`src/rtl/regfile_pkg.sv`:
```
// Shared widths, register-file constants and the write-request record used by
// the register-file write arbiter and its scoreboard.
package regfile_pkg;
  localparam int unsigned DATA_W   = 32;
  localparam int unsigned ADDR_W   = 5;
  localparam int unsigned NUM_REGS = 32;
  localparam logic [4:0]  REG_ZERO = 5'd0;

  typedef struct packed {
    logic [ADDR_W-1:0] addr;
    logic [DATA_W-1:0] data;
  } wr_req_t;
endpackage

```
`src/rtl/regfile_scoreboard.sv`:
```
// Tracks destination registers that still owe a port-B writeback and reports
// RAW hazards for the two decode-stage source operands.
module regfile_scoreboard
  import regfile_pkg::*;
(
  input  logic              clk,
  input  logic              reset,
  input  logic              i_set,
  input  logic [ADDR_W-1:0] i_set_addr,
  input  logic              i_clr,
  input  logic [ADDR_W-1:0] i_clr_addr,
  input  logic [ADDR_W-1:0] i_rs_addr,
  input  logic [ADDR_W-1:0] i_rt_addr,
  output logic              o_rs_busy,
  output logic              o_rt_busy,
  output logic              o_sb_conflict
);

  logic [NUM_REGS-1:0] r_pending;
  logic [NUM_REGS-1:0] w_pending_next;
  logic                r_conflict;
  logic                w_set_ok;

  assign w_set_ok = i_set && (i_set_addr != REG_ZERO);

  // Next pending vector: clear on port-B fire, then set so a same-cycle issue wins.
  always_comb begin
    w_pending_next = r_pending;
    if (i_clr) begin
      w_pending_next[i_clr_addr] = 1'b0;
    end else begin
      w_pending_next = r_pending;
    end
    if (w_set_ok) begin
      w_pending_next[i_set_addr] = 1'b1;
    end else begin
      w_pending_next[i_set_addr] = w_pending_next[i_set_addr];
    end
  end

  // Pending vector and conflict pulse registers.
  always_ff @(posedge clk) begin
    if (reset) begin
      r_pending  <= {NUM_REGS{1'b0}};
      r_conflict <= 1'b0;
    end else begin
      r_pending  <= w_pending_next;
      r_conflict <= w_set_ok && r_pending[i_set_addr];
    end
  end

  assign o_rs_busy     = (i_rs_addr != REG_ZERO) && r_pending[i_rs_addr];
  assign o_rt_busy     = (i_rt_addr != REG_ZERO) && r_pending[i_rt_addr];
  assign o_sb_conflict = r_conflict;

endmodule

```
`src/rtl/regfile_write_arbiter.sv`:
```
// Arbitrates the single register-file write port between the main writeback
// (A) and a multi-cycle unit (B), with anti-starvation forcing for B.
module regfile_write_arbiter #(
  parameter int unsigned DATA_W       = 32,
  parameter int unsigned ADDR_W       = 5,
  parameter int unsigned STARVE_LIMIT = 4
) (
  input  logic              clk,
  input  logic              reset,
  input  logic              a_valid,
  output logic              a_ready,
  input  logic [ADDR_W-1:0] a_addr,
  input  logic [DATA_W-1:0] a_data,
  input  logic              b_valid,
  output logic              b_ready,
  input  logic [ADDR_W-1:0] b_addr,
  input  logic [DATA_W-1:0] b_data,
  input  logic              b_issue,
  input  logic [ADDR_W-1:0] b_issue_addr,
  input  logic [ADDR_W-1:0] rs_addr,
  input  logic [ADDR_W-1:0] rt_addr,
  output logic              rs_busy,
  output logic              rt_busy,
  output logic              sb_conflict,
  output logic              write,
  output logic [ADDR_W-1:0] write_address,
  output logic [DATA_W-1:0] write_Data
);
  import regfile_pkg::wr_req_t;
  import regfile_pkg::REG_ZERO;

  localparam logic [3:0] LP_LIMIT = 4'(STARVE_LIMIT);

  logic [3:0]        r_starve;
  logic              w_force_b;
  logic              w_a_fire;
  logic              w_b_fire;
  wr_req_t           w_sel;
  logic              r_write;
  logic [ADDR_W-1:0] r_wr_addr;
  logic [DATA_W-1:0] r_wr_data;

  assign w_force_b = b_valid && (r_starve == LP_LIMIT);
  assign a_ready   = !reset && !w_force_b;
  assign b_ready   = !reset && (!a_valid || w_force_b);
  assign w_a_fire  = a_valid && a_ready;
  assign w_b_fire  = b_valid && b_ready;

  // Select the winning request; A and B never fire together.
  always_comb begin
    w_sel = '{addr: b_addr, data: b_data};
    if (w_a_fire) begin
      w_sel = '{addr: a_addr, data: a_data};
    end else begin
      w_sel = '{addr: b_addr, data: b_data};
    end
  end

  // Starvation counter: counts refused B cycles, saturating at the limit.
  always_ff @(posedge clk) begin
    if (reset) begin
      r_starve <= 4'd0;
    end else if (w_b_fire || !b_valid) begin
      r_starve <= 4'd0;
    end else if (r_starve != LP_LIMIT) begin
      r_starve <= r_starve + 4'd1;
    end else begin
      r_starve <= r_starve;
    end
  end

  // Register-file outputs; address/data only move on a real (nonzero) write.
  always_ff @(posedge clk) begin
    if (reset) begin
      r_write   <= 1'b0;
      r_wr_addr <= {ADDR_W{1'b0}};
      r_wr_data <= {DATA_W{1'b0}};
    end else if ((w_a_fire || w_b_fire) && (w_sel.addr != REG_ZERO)) begin
      r_write   <= 1'b1;
      r_wr_addr <= w_sel.addr;
      r_wr_data <= w_sel.data;
    end else begin
      r_write   <= 1'b0;
      r_wr_addr <= r_wr_addr;
      r_wr_data <= r_wr_data;
    end
  end

  assign write         = r_write;
  assign write_address = r_wr_addr;
  assign write_Data    = r_wr_data;

  regfile_scoreboard u_scoreboard (
    .clk           (clk),
    .reset         (reset),
    .i_set         (b_issue),
    .i_set_addr    (b_issue_addr),
    .i_clr         (w_b_fire),
    .i_clr_addr    (b_addr),
    .i_rs_addr     (rs_addr),
    .i_rt_addr     (rt_addr),
    .o_rs_busy     (rs_busy),
    .o_rt_busy     (rt_busy),
    .o_sb_conflict (sb_conflict)
  );

endmodule

```
`config.mk`:
```
export PLATFORM = sky130hd
export DESIGN_NAME = regfile_write_arbiter
export DESIGN_NICKNAME = d
export VERILOG_FILES = /design/src/rtl/regfile_pkg.sv /design/src/rtl/regfile_scoreboard.sv /design/src/rtl/regfile_write_arbiter.sv
export SDC_FILE = /design/constraint.sdc
export NUM_CORES = 1
export LEC_CHECK = 0
export ABC_AREA = 1
export ABC_CLOCK_PERIOD_IN_PS = 2009
export BUFFER_PORTS_ARGS = -buffer_cell sky130_fd_sc_hd__clkbuf_2
export CAP_MARGIN = 0
export CORE_AREA = 3 3 97 117
export CTS_CLUSTER_DIAMETER = 80
export DETAILED_ROUTE_END_ITERATION = 16
export DIE_AREA = 0 0 100 120
export PLACE_DENSITY = 0.81
export SLEW_MARGIN = 0
export SYNTH_ARGS = -nofsm -noshare
export SYNTH_HDL_FRONTEND = slang
export SYNTH_SLANG_ARGS = --single-unit
```
`constraint.sdc`:
```
create_clock -name clk -period 2.01 [get_ports clk]
set_input_delay 0.3015 -clock clk [delete_from_list [all_inputs] [get_ports clk]]
set_output_delay 0.3015 -clock clk [all_outputs]
set_load 0.01 [all_outputs]
```
==> reports/results.txt, run 1 <==
outcome - complete, no violations
hold violation count in the final report - 0
largest net degree at the start of global routing - 37
final worst-path setup slack - 0.138 ns
CP Capture Type - flop
skew final - 0.00522 ns
Final min period - 1.87 ns
post-synth top area cell - dfxtp_1
final instance area - 0.00617 mm^2
Fmax achieved - 534 MHz
Yosys reg bits - 75
die height - 120 um
total power - 4.07 mW
worst reg2reg path depth - 13
CTS tree - yes
Distinct cells, synth - 33
WP data required - 2.24 ns
routed len/inst - 13.4 um
worst hold slack - 0.216 ns
global-route wire length before repair - 24,700 um
DRC viols - 0
Hold/Removal Path Class - input port to flop
clock slew at reported path FFs - 0.06 ns
num rows - 41
Detailed Routing Iterations Pass 1 - 5
Leakage - 3.27 nW
CTS buffer count - 9
CTS root buf - clkbuf_16
dpl hpwl - 10,900 um
Synth Area per Inst - 5.89 um^2
hold_sp - b_issue
dpl cell area - 0.00577 mm^2
part of the Yosys area used for sequential elements - 30.5%
Crit path arrival time - 2.10 ns
Main synth FF type - dfxtp_1
Hold EP - u_scoreboard.o_sb_conflict
Initial Util - 47.3%
htree depth - 3
clock tree buffer depth - 2
PortBufs - 136
Die ar. - 0.0120 mm^2
peak supply drop - 0.000353 V
final WL - 14,800 um
number of global-route vias before repair - 5,378
Ports - 137
Vias/cell - 5.15
Worst-Skew Late Latency - 0.33 ns
Mapped Cells - 835
# diodes - 0
top cell type's share of synthesized area - 30.5%
Slew Limit Fails - 0
Die W - 100 um
Remaining Overflow, GRT - 0
Post-Place Worst Slack - -0.0226 ns
CTS Sinks - 75
Antenna Nets Post-Route - 0
Core Util, Final - 59.3%
CP Class - flop to flop
Area contributors post-synth - dfxtp_1, nand2_1, inv_1
DRT iter0 DRCs - 314
Fillers - 1,073
reg2reg setup slack - 0.14 ns
global-route usage over all layers - 25.4%
synth cell count leaders - nand2_1, inv_1, nor2_1, dfxtp_1, nand3_1
reg2reg start - r_starve[0]
core box area - 0.0104 mm^2
Worst Max-Slew Pin Slew - 0.638 ns
PwrDens - 658 mW/mm^2
gpl congestion - 0.952
CP max FO - 16
Hold Path Depth - 3
period utilization - 93.1%
Slew headroom - 57.1%
Mapped Area - 0.00492 mm^2
synthesis-to-finish area growth - 25.4%
hold bufs inserted after CTS - 0
CP Launch Type - flop
antenna violations before repair - 0
cell with the most instances after synthesis - nand2_1
share of layout cells above drive strength 1 - 21.3%
asr flop ratio synth - 0%
Post-synth EDFFs - 0
vias post-DR - 5,691
setup violators final - 0
final net count - 1,067
Synth warnings - 0
RR Endpoint - write_Data[14]
MaxCap Viol Count - 0
syn_nets - 931
[placed cells by master (no fill, tap or decap), types with 2 or more instances in the layout]
cell type  synthesis  final
nand2_1          268    265
clkbuf_2           0    136
inv_1            121    119
nor2_1            93     93
dfxtp_1           75     75
nand3_1           66     65
nor3_1            38     38
o22ai_1           31     31
o21ai_0           32     30
buf_4              0     26
a21oi_1           20     20
o211ai_1          11     11
clkbuf_16          0     10
o2111ai_1          8      8
nand2_2            4      7
nand4_1            6      6
inv_2              3      5
buf_12             0      3
o21ai_1            1      2
nand2_4            2      2
nor2_4             1      2
clkinv_2           0      2
clkinv_4           0      2
[final cells by class]
class / instances / area (um^2) / area share [%]
clock buffers: 10 / 239 / 3.87
inverters: 124 / 465 / 7.54
flip-flops and latches: 75 / 1500 / 24.3
clock inverters: 6 / 65.1 / 1.05
repair buffers: 167 / 972 / 15.7
multi-input cells: 594 / 2770 / 44.9
well taps: 129 / 161 / 2.61
[flip-flops by register name, summed over array words and instances, names as in the netlist]
signal and flops:
u_scoreboard.o_sb_conflict 1, write 1, write_address 5, u_scoreboard.r_pending 32, r_starve 4, write_Data 32
[critical path: stages, from the launching register on]
cell and delay, ns:
dfxtp_1 0.31, inv_1 0.10, ha_4 0.18, nand4_4 0.15
nand3_4 0.15, buf_4 0.22, inv_1 0.07, buf_4 0.19
nand2_1 0.11, nand2_1 0.06, inv_1 0.05, nand3_1 0.07
nand2_1 0.07, nor2_1 0.04
[repair_timing]
action                     in CTS  in global routing
cloned                          1                  1
setup buffers                   2                  0
setup endpoints to repair      36                 53
resized for setup               0                 12
pin swaps                       2                  2
[where the power goes]
group	internal, mW	total, mW	leakage (nW)	switching (mW)
sequential	1.56	1.61	0.614	0.0435
combinational	0.326	0.835	2.50	0.509
clock	0.994	1.62	0.148	0.628
[per-stage QoR]
| step | TNS [ns] | cells |
|---|---|---|
| floorplan | 0 | 835 |
| global placement | 0 | 1085 |
| detailed placement | -0.207 | 1085 |
| CTS | 0 | 1104 |
| global route | -0.317 | 1105 |
| finish | 0 | 1105 |
[metal layers]
layer | share of wire (%) | global-route usage (%)
met1 | 38 | 29.1
met4 | 2.7 | 10.2
met3 | 11 | 7.38
met2 | 49 | 43.7
met5 | 0 | 0
[cell families (layout without fill, tap and decap cells)]
group	Yosys count	after routing	share of synthesized area [%]
compound gates	106	106	13.1
fa+ha+maj	2	2	0.508
flops	75	75	30.5
buf+inv	167	307	14.1
simple gates	484	485	41.7
xor+xnor	1	1	0.178
[worst max-delay path by stage]
| stage | start | endpoint | slack [ns] | cells past startpoint |
|---|---|---|---|---|
| floorplan | r_starve[0] | write_Data[10] | 0.15 | 13 |
| global placement | r_starve[0] | write_address[4] | 0.02 | 11 |
| detailed placement | r_starve[0] | write_Data[31] | -0.02 | 11 |
| CTS | r_starve[0] | write_Data[7] | 0.03 | 11 |
| global route | r_starve[1] | write_Data[5] | -0.05 | 12 |
| finish | r_starve[0] | write_Data[14] | 0.14 | 13 |
(Power assumes the default switching activity.)
==> run 2, diff against run 1 <==
--- a/config.mk
+++ b/config.mk
@@ -6,14 +6,14 @@
 export NUM_CORES = 1
 export LEC_CHECK = 0
 export ABC_AREA = 1
-export ABC_CLOCK_PERIOD_IN_PS = 2009
+export ABC_CLOCK_PERIOD_IN_PS = 1900
 export BUFFER_PORTS_ARGS = -buffer_cell sky130_fd_sc_hd__clkbuf_2
 export CAP_MARGIN = 0
-export CORE_AREA = 3 3 97 117
+export CORE_AREA = 3 3 120 145
 export CTS_CLUSTER_DIAMETER = 80
 export DETAILED_ROUTE_END_ITERATION = 16
-export DIE_AREA = 0 0 100 120
-export PLACE_DENSITY = 0.81
+export DIE_AREA = 0 0 123 148
+export PLACE_DENSITY_LB_ADDON = 0.25
 export SLEW_MARGIN = 0
 export SYNTH_ARGS = -nofsm -noshare
 export SYNTH_HDL_FRONTEND = slang
==> constraint.sdc (replaced) <==
create_clock -name clk -period 1.9 [get_ports clk]
set_input_delay 0.285 -clock clk [delete_from_list [all_inputs] [get_ports clk]]
set_output_delay 0.285 -clock clk [all_outputs]
set_load 0.01 [all_outputs]
==> run 2 against run 1 <==
  * Core utilization decreased by 20 points
  * Largest cell class unchanged
  * Power up 2.7%
  * Critical path type is now flop to primary output
  * Sequential share of layout area down 0.49 points
  * Die area is 52% higher
  * First-iteration DRC count grew 2.5%
==> reports/results.txt, run 2 (synthesis gave the netlist of run 1 again) <==
DRT iter0 DRCs - 322 (+2.5%)
# diodes - 0 (unchanged)
PortBufs - 136 (unchanged)
outcome - complete, no violations
hold bufs inserted after CTS - 0 (unchanged)
Ports - 137 (unchanged)
DRC viols - 0 (unchanged)
Slew Limit Fails - 0 (unchanged)
Hold Path Depth - 2 (-1)
Initial Util - 30.5% (-17 points)
Top Family by Delay on Critical Path - buffers and inverters
period utilization - 97.0%
number of global-route vias before repair - 5,203 (-3.3%)
Non-Filler Instances - 1,196 (+8.2%)
Hold/Removal Path Class - input port to flop
global-route wire length before repair - 26,100 um (+5.5%)
synthesis-to-finish area growth - 28.8%
die height - 148 um (+23%)
clock tree buffer depth - 2 (unchanged)
htree depth - 3 (unchanged)
worst reg2reg path depth - 11 (-2)
Max stage delay on crit path - 0.32 ns (about the same)
final instance area - 0.00634 mm^2 (+2.7%)
RSZ-0062 raised after global routing - yes
most frequent cells in the layout - nand2_1, clkbuf_2, inv_1, nor2_1, dfxtp_1
CP Capture Type - primary output
dpl cells - 1,173 (+8.1%)
Remaining Overflow, GRT - 0 (unchanged)
CP Launch Type - flop
clock slew at reported path FFs - 0.06 ns (about the same)
Worst-Skew Late Latency - 0.34 ns (about the same)
Worst Max-Slew Pin Slew - 0.544 ns (-0.0949 ns)
total power - 4.18 mW (+2.7%)
Fillers - 1,821 (+70%)
CTS buffer count - 9 (unchanged)
most common cell after layout, fill and taps aside - nand2_1
routed len/inst - 13.5 um (+0.67%)
final WL - 16,100 um (+9.0%)
Crit path buffers/inverters - 4 (-1)
dpl hpwl - 12,000 um (+9.8%)
core box area - 0.0161 mm^2 (+55%)
setup violators final - 0 (unchanged)
cell depth of the worst setup path - 7 (-6)
Antenna Nets Post-Route - 0 (unchanged)
peak supply drop - 0.000328 V (-6.9%)
Fmax achieved - 543 MHz
Worst path most repeated cell - buf_4
Critical-path top delay cell - dfxtp_2
CTS Sinks - 75 (unchanged)
Die ar. - 0.0182 mm^2 (+52%)
Vias/cell - 4.68 (-9.1%)
largest net degree at the start of global routing - 39 (+5.4%)
dpl cell area - 0.00595 mm^2 (+3.1%)
CTS tree - yes
CP Class - flop to primary output
hold violation count in the final report - 0 (unchanged)
CTS root buf - clkbuf_16
Crit path arrival time - 1.56 ns (-0.54 ns)
Detailed Routing Iterations Pass 1 - 5 (unchanged)
MaxCap Viol Count - 0 (unchanged)
vias post-DR - 5,600 (-1.6%)
final net count - 1,075 (+0.75%)
Slew headroom - 63.5% (+6.4 points)
share of layout cells above drive strength 1 - 23.5% (+2.2 points)
Die W - 123 um (+23%)
critical-path cell list - inv_2 -> ha_4 -> nand4_4 -> buf_4 -> a21oi_4 -> buf_4 -> clkbuf_2
PwrDens - 659 mW/mm^2 (about the same)
num rows - 51 (+24%)
gpl congestion - 0.867 (-9.0%)
Leakage - 3.29 nW (+0.75%)
CP max FO - 5 (-11)
worst hold slack - 0.189 ns (-0.0262 ns)
WP data required - 1.62 ns (-0.62 ns)
skew final - 0.00368 ns (-0.00153 ns)
global-route usage over all layers - 18.1% (-7.3 points)
Final min period - 1.84 ns
antenna violations before repair - 0 (unchanged)
Core Util, Final - 39.3% (-20 points)
run 2: cell count changes in the layout (fill, tap and decap cells not counted), sizes merged:
cell	previous run	this run
buf	30	40
clkbuf	147	144
clkinv	4	6
bufinv	1	0
run 2: routing by layer:
metal	wire length, um	track usage, %	up-vias
met2	7580	29.6	190
met5	0	0	-
met3	1340	5.51	22
li1	-	-	2935
met4	349	7.31	0
met1	6870	21.9	2453
run 2: per-stage QoR:
stage	setup slack, ns	TNS (ns)
final	0.0574	0
after global routing	-0.0733	-0.136
after CTS	0.00110	0
after detailed placement	-0.106	-3.25
after global placement	-0.0720	-2.04
after floorplan	0.0354	0
run 2: path summary, 6_finish.rpt:
path	slack, ns	startpoint	to
worst max-delay path	0.06	r_starve[0]	b_ready
worst min-delay path	0.19	reset	u_scoreboard.r_pending[0]
worst max register to register	0.15	r_starve[0]	write_Data[3]
worst min register to register	0.48	write_Data[30]	write_Data[30]
run 2: what timing repair did:
| item | CTS | global route |
|---|---|---|
| resized for setup | 3 | 32 |
| endpoints found under the setup margin | 37 | 40 |
| cloned | 1 | 0 |
| buffers inserted | 3 | 4 |
| pin swaps | 5 | 8 |
run 2: cell type report:
class / instances / area (um^2) / area share (%)
sequential: 75 / 1510 / 23.8
multi-input combinational: 594 / 2790 / 43.9
timing repair buffer: 175 / 1040 / 16.4
tap: 212 / 265 / 4.18
inverter: 124 / 465 / 7.34
clock inverter: 7 / 45.0 / 0.711
clock buffer: 9 / 225 / 3.55
run 2: power by group:
group	internal, mW	switching [mW]
Clock	0.878	0.687
Combinational	0.356	0.552
Sequential	1.66	0.0481
==> run 3, diff against run 2 <==
--- a/config.mk
+++ b/config.mk
@@ -6,7 +6,6 @@
 export NUM_CORES = 1
 export LEC_CHECK = 0
 export ABC_AREA = 1
-export ABC_CLOCK_PERIOD_IN_PS = 1900
 export BUFFER_PORTS_ARGS = -buffer_cell sky130_fd_sc_hd__clkbuf_2
 export CAP_MARGIN = 0
 export CORE_AREA = 3 3 120 145
@@ -14,6 +13,7 @@
 export DETAILED_ROUTE_END_ITERATION = 16
 export DIE_AREA = 0 0 123 148
 export PLACE_DENSITY_LB_ADDON = 0.25
+export SETUP_SLACK_MARGIN = 0.15
 export SLEW_MARGIN = 0
 export SYNTH_ARGS = -nofsm -noshare
 export SYNTH_HDL_FRONTEND = slang
==> run 3 against run 2 <==
  * Non-clock buffer count rose by 8
  * Die area did not move
  * Sequential power barely moved
  * Critical path type unchanged
  * Critical endpoint unchanged
  * Largest cell class unchanged
  * Largest power group is now the clock network
==> reports/results.txt, run 3 (synthesis gave the netlist of run 1 again) <==
outcome - complete, no violations
DRT iter0 DRCs - 286 (-11%)
most used routing layer - met2
clock slew at reported path FFs - 0.06 ns (about the same)
hold bufs inserted after CTS - 0 (unchanged)
final worst-path setup slack - 0.0371 ns (-0.0204 ns)
largest net degree at the start of global routing - 48 (+23%)
CP Launch Type - flop
die height - 148 um (unchanged)
most frequent cells in the layout - nand2_1, clkbuf_2, inv_1, nor2_1, nand3_1
share of layout cells above drive strength 1 - 29.3% (+5.9 points)
Fillers - 1,775 (-2.5%)
MaxCap Viol Count - 0 (unchanged)
Initial Util - 30.5% (unchanged)
routed len/inst - 13.9 um (+3.2%)
setup violators final - 0 (unchanged)
synthesis-to-finish area growth - 38.6%
Crit path arrival time - 1.58 ns (+0.02 ns)
num rows - 51 (unchanged)
# diodes - 0 (unchanged)
final net count - 1,083 (+0.74%)
Leakage - 3.43 nW (+4.4%)
Ports - 137 (unchanged)
RSZ-0062 raised after global routing - yes
Worst-Skew Late Latency - 0.33 ns (about the same)
GR Util met3 - 4.32% (-1.2 points)
Post-Place Worst Slack - -0.00695 ns (+0.0988 ns)
WP data required - 1.62 ns (about the same)
final WL - 16,700 um (+3.8%)
period utilization - 98.0% (+1.1 points)
Worst Max-Slew Pin Slew - 0.556 ns (+0.0126 ns)
dpl cells - 1,162 (-0.94%)
most common cell after layout, fill and taps aside - nand2_1
Vias/cell - 4.70 (+0.29%)
CTS Sinks - 75 (unchanged)
CP Capture Type - primary output
Reg area - 0.00152 mm^2 (+0.66%)
Fmax achieved - 537 MHz (-1.1%)
Final min period - 1.86 ns (+0.0204 ns)
global-route usage over all layers - 17.5% (-0.53 points)
peak supply drop - 0.000331 V (+0.72%)
CTS root buf - clkbuf_16
clock tree buffer depth - 2 (unchanged)
Slew headroom - 62.6% (-0.85 points)
Non-Filler Instances - 1,204 (+0.67%)
PortBufs - 136 (unchanged)
Hold/Removal Path Class - input port to flop
Antenna Nets Post-Route - 0 (unchanged)
M2 GR Usage - 30.8% (+1.1 points)
Die W - 123 um (unchanged)
skew final - 0.00867 ns (+0.00499 ns)
met1 usage - 21.5% (-0.42 points)
CTS buffer count - 9 (unchanged)
Remaining Overflow, GRT - 0 (unchanged)
CP max FO - 6 (+1)
htree depth - 3 (unchanged)
Die ar. - 0.0182 mm^2 (unchanged)
Multi-input gate area - 0.00298 mm^2 (+7.0%)
CTS tree - yes
hold violation count in the final report - 0 (unchanged)
Detailed Routing Iterations Pass 1 - 5 (unchanged)
vias post-DR - 5,654 (+0.96%)
dpl hpwl - 11,400 um (-4.5%)
antenna violations before repair - 0 (unchanged)
CP Class - flop to primary output
number of global-route vias before repair - 5,209 (+0.12%)
gpl congestion - 0.852 (-1.6%)
core box area - 0.0161 mm^2 (unchanged)
global-route wire length before repair - 25,600 um (-1.7%)
Slew Limit Fails - 0 (unchanged)
PwrDens - 652 mW/mm^2 (-0.99%)
DRC viols - 0 (unchanged)
run 3: changes by cell type in the layout (fill, tap and decap cells not counted), moves of 6 or more:
cell,delta
inv_2,+8
buf_12,+6
nor3_1,-23
dfxtp_1,-6
nor3_2,+23
nor2_1,-7
inv_1,-9
buf_4,-7
run 3: metal layers:
layer,up-vias,wire (um)
li1,2953,-
met1,2504,6990
met2,183,8280
met3,14,1290
met4,0,187
met5,-,0
run 3: final timing paths:
kind	from	endpoint	slack (ns)	depth (start not counted)
worst min-delay path	reset	u_scoreboard.r_pending[0]	0.20	2
worst max-delay path	r_starve[0]	b_ready	0.04	7
worst max register to register	r_starve[0]	write_Data[0]	0.07	13
worst min register to register	write_address[4]	write_address[4]	0.48	2
run 3: repair_timing:
action	in CTS	in global routing
pin swaps	12	11
gates resized for setup	34	72
endpoints found under the setup margin	41	76
buffers inserted	16	3
cloned	3	4
run 3: metrics by stage:
stage | hold WS (ns) | TNS, ns | total power [mW] | area [um^2] | util (%)
floorplan | 0.357 | 0 | 2.26 | 4940 | -
global placement | 0.462 | 0 | 2.60 | 5910 | 36.6
detailed placement | 0.477 | -0.0420 | 2.61 | 5910 | 36.6
CTS | 0.199 | 0 | 4.44 | 6520 | 40.4
global route | 0.210 | -2.21 | 4.67 | 6820 | 42.3
finish | 0.199 | 0 | 4.45 | 6820 | 42.3
run 3: power breakdown:
| group | leakage [nW] | switching, mW | internal, mW |
|---|---|---|---|
| Combinational | 2.67 | 0.585 | 0.412 |
| Sequential | 0.620 | 0.0501 | 1.65 |
| Clock | 0.138 | 0.690 | 1.06 |
| Total | 3.43 | 1.32 | 3.13 |
run 3: cell type report:
class / count / share of cell area [%]
timing repair buffer: 183 / 18.8
multi-input combinational: 594 / 43.7
clock buffer: 11 / 3.56
tap: 212 / 3.89
inverter: 124 / 6.90
sequential: 75 / 22.3
clock inverter: 5 / 0.899
run 3: worst max-delay path, stage by stage, from the launching register on:
cell,delay (ns)
dfxtp_2,0.32
inv_2,0.07
ha_4,0.14
nand4_4,0.11
buf_4,0.18
a21oi_4,0.15
buf_4,0.14
clkbuf_2,0.12
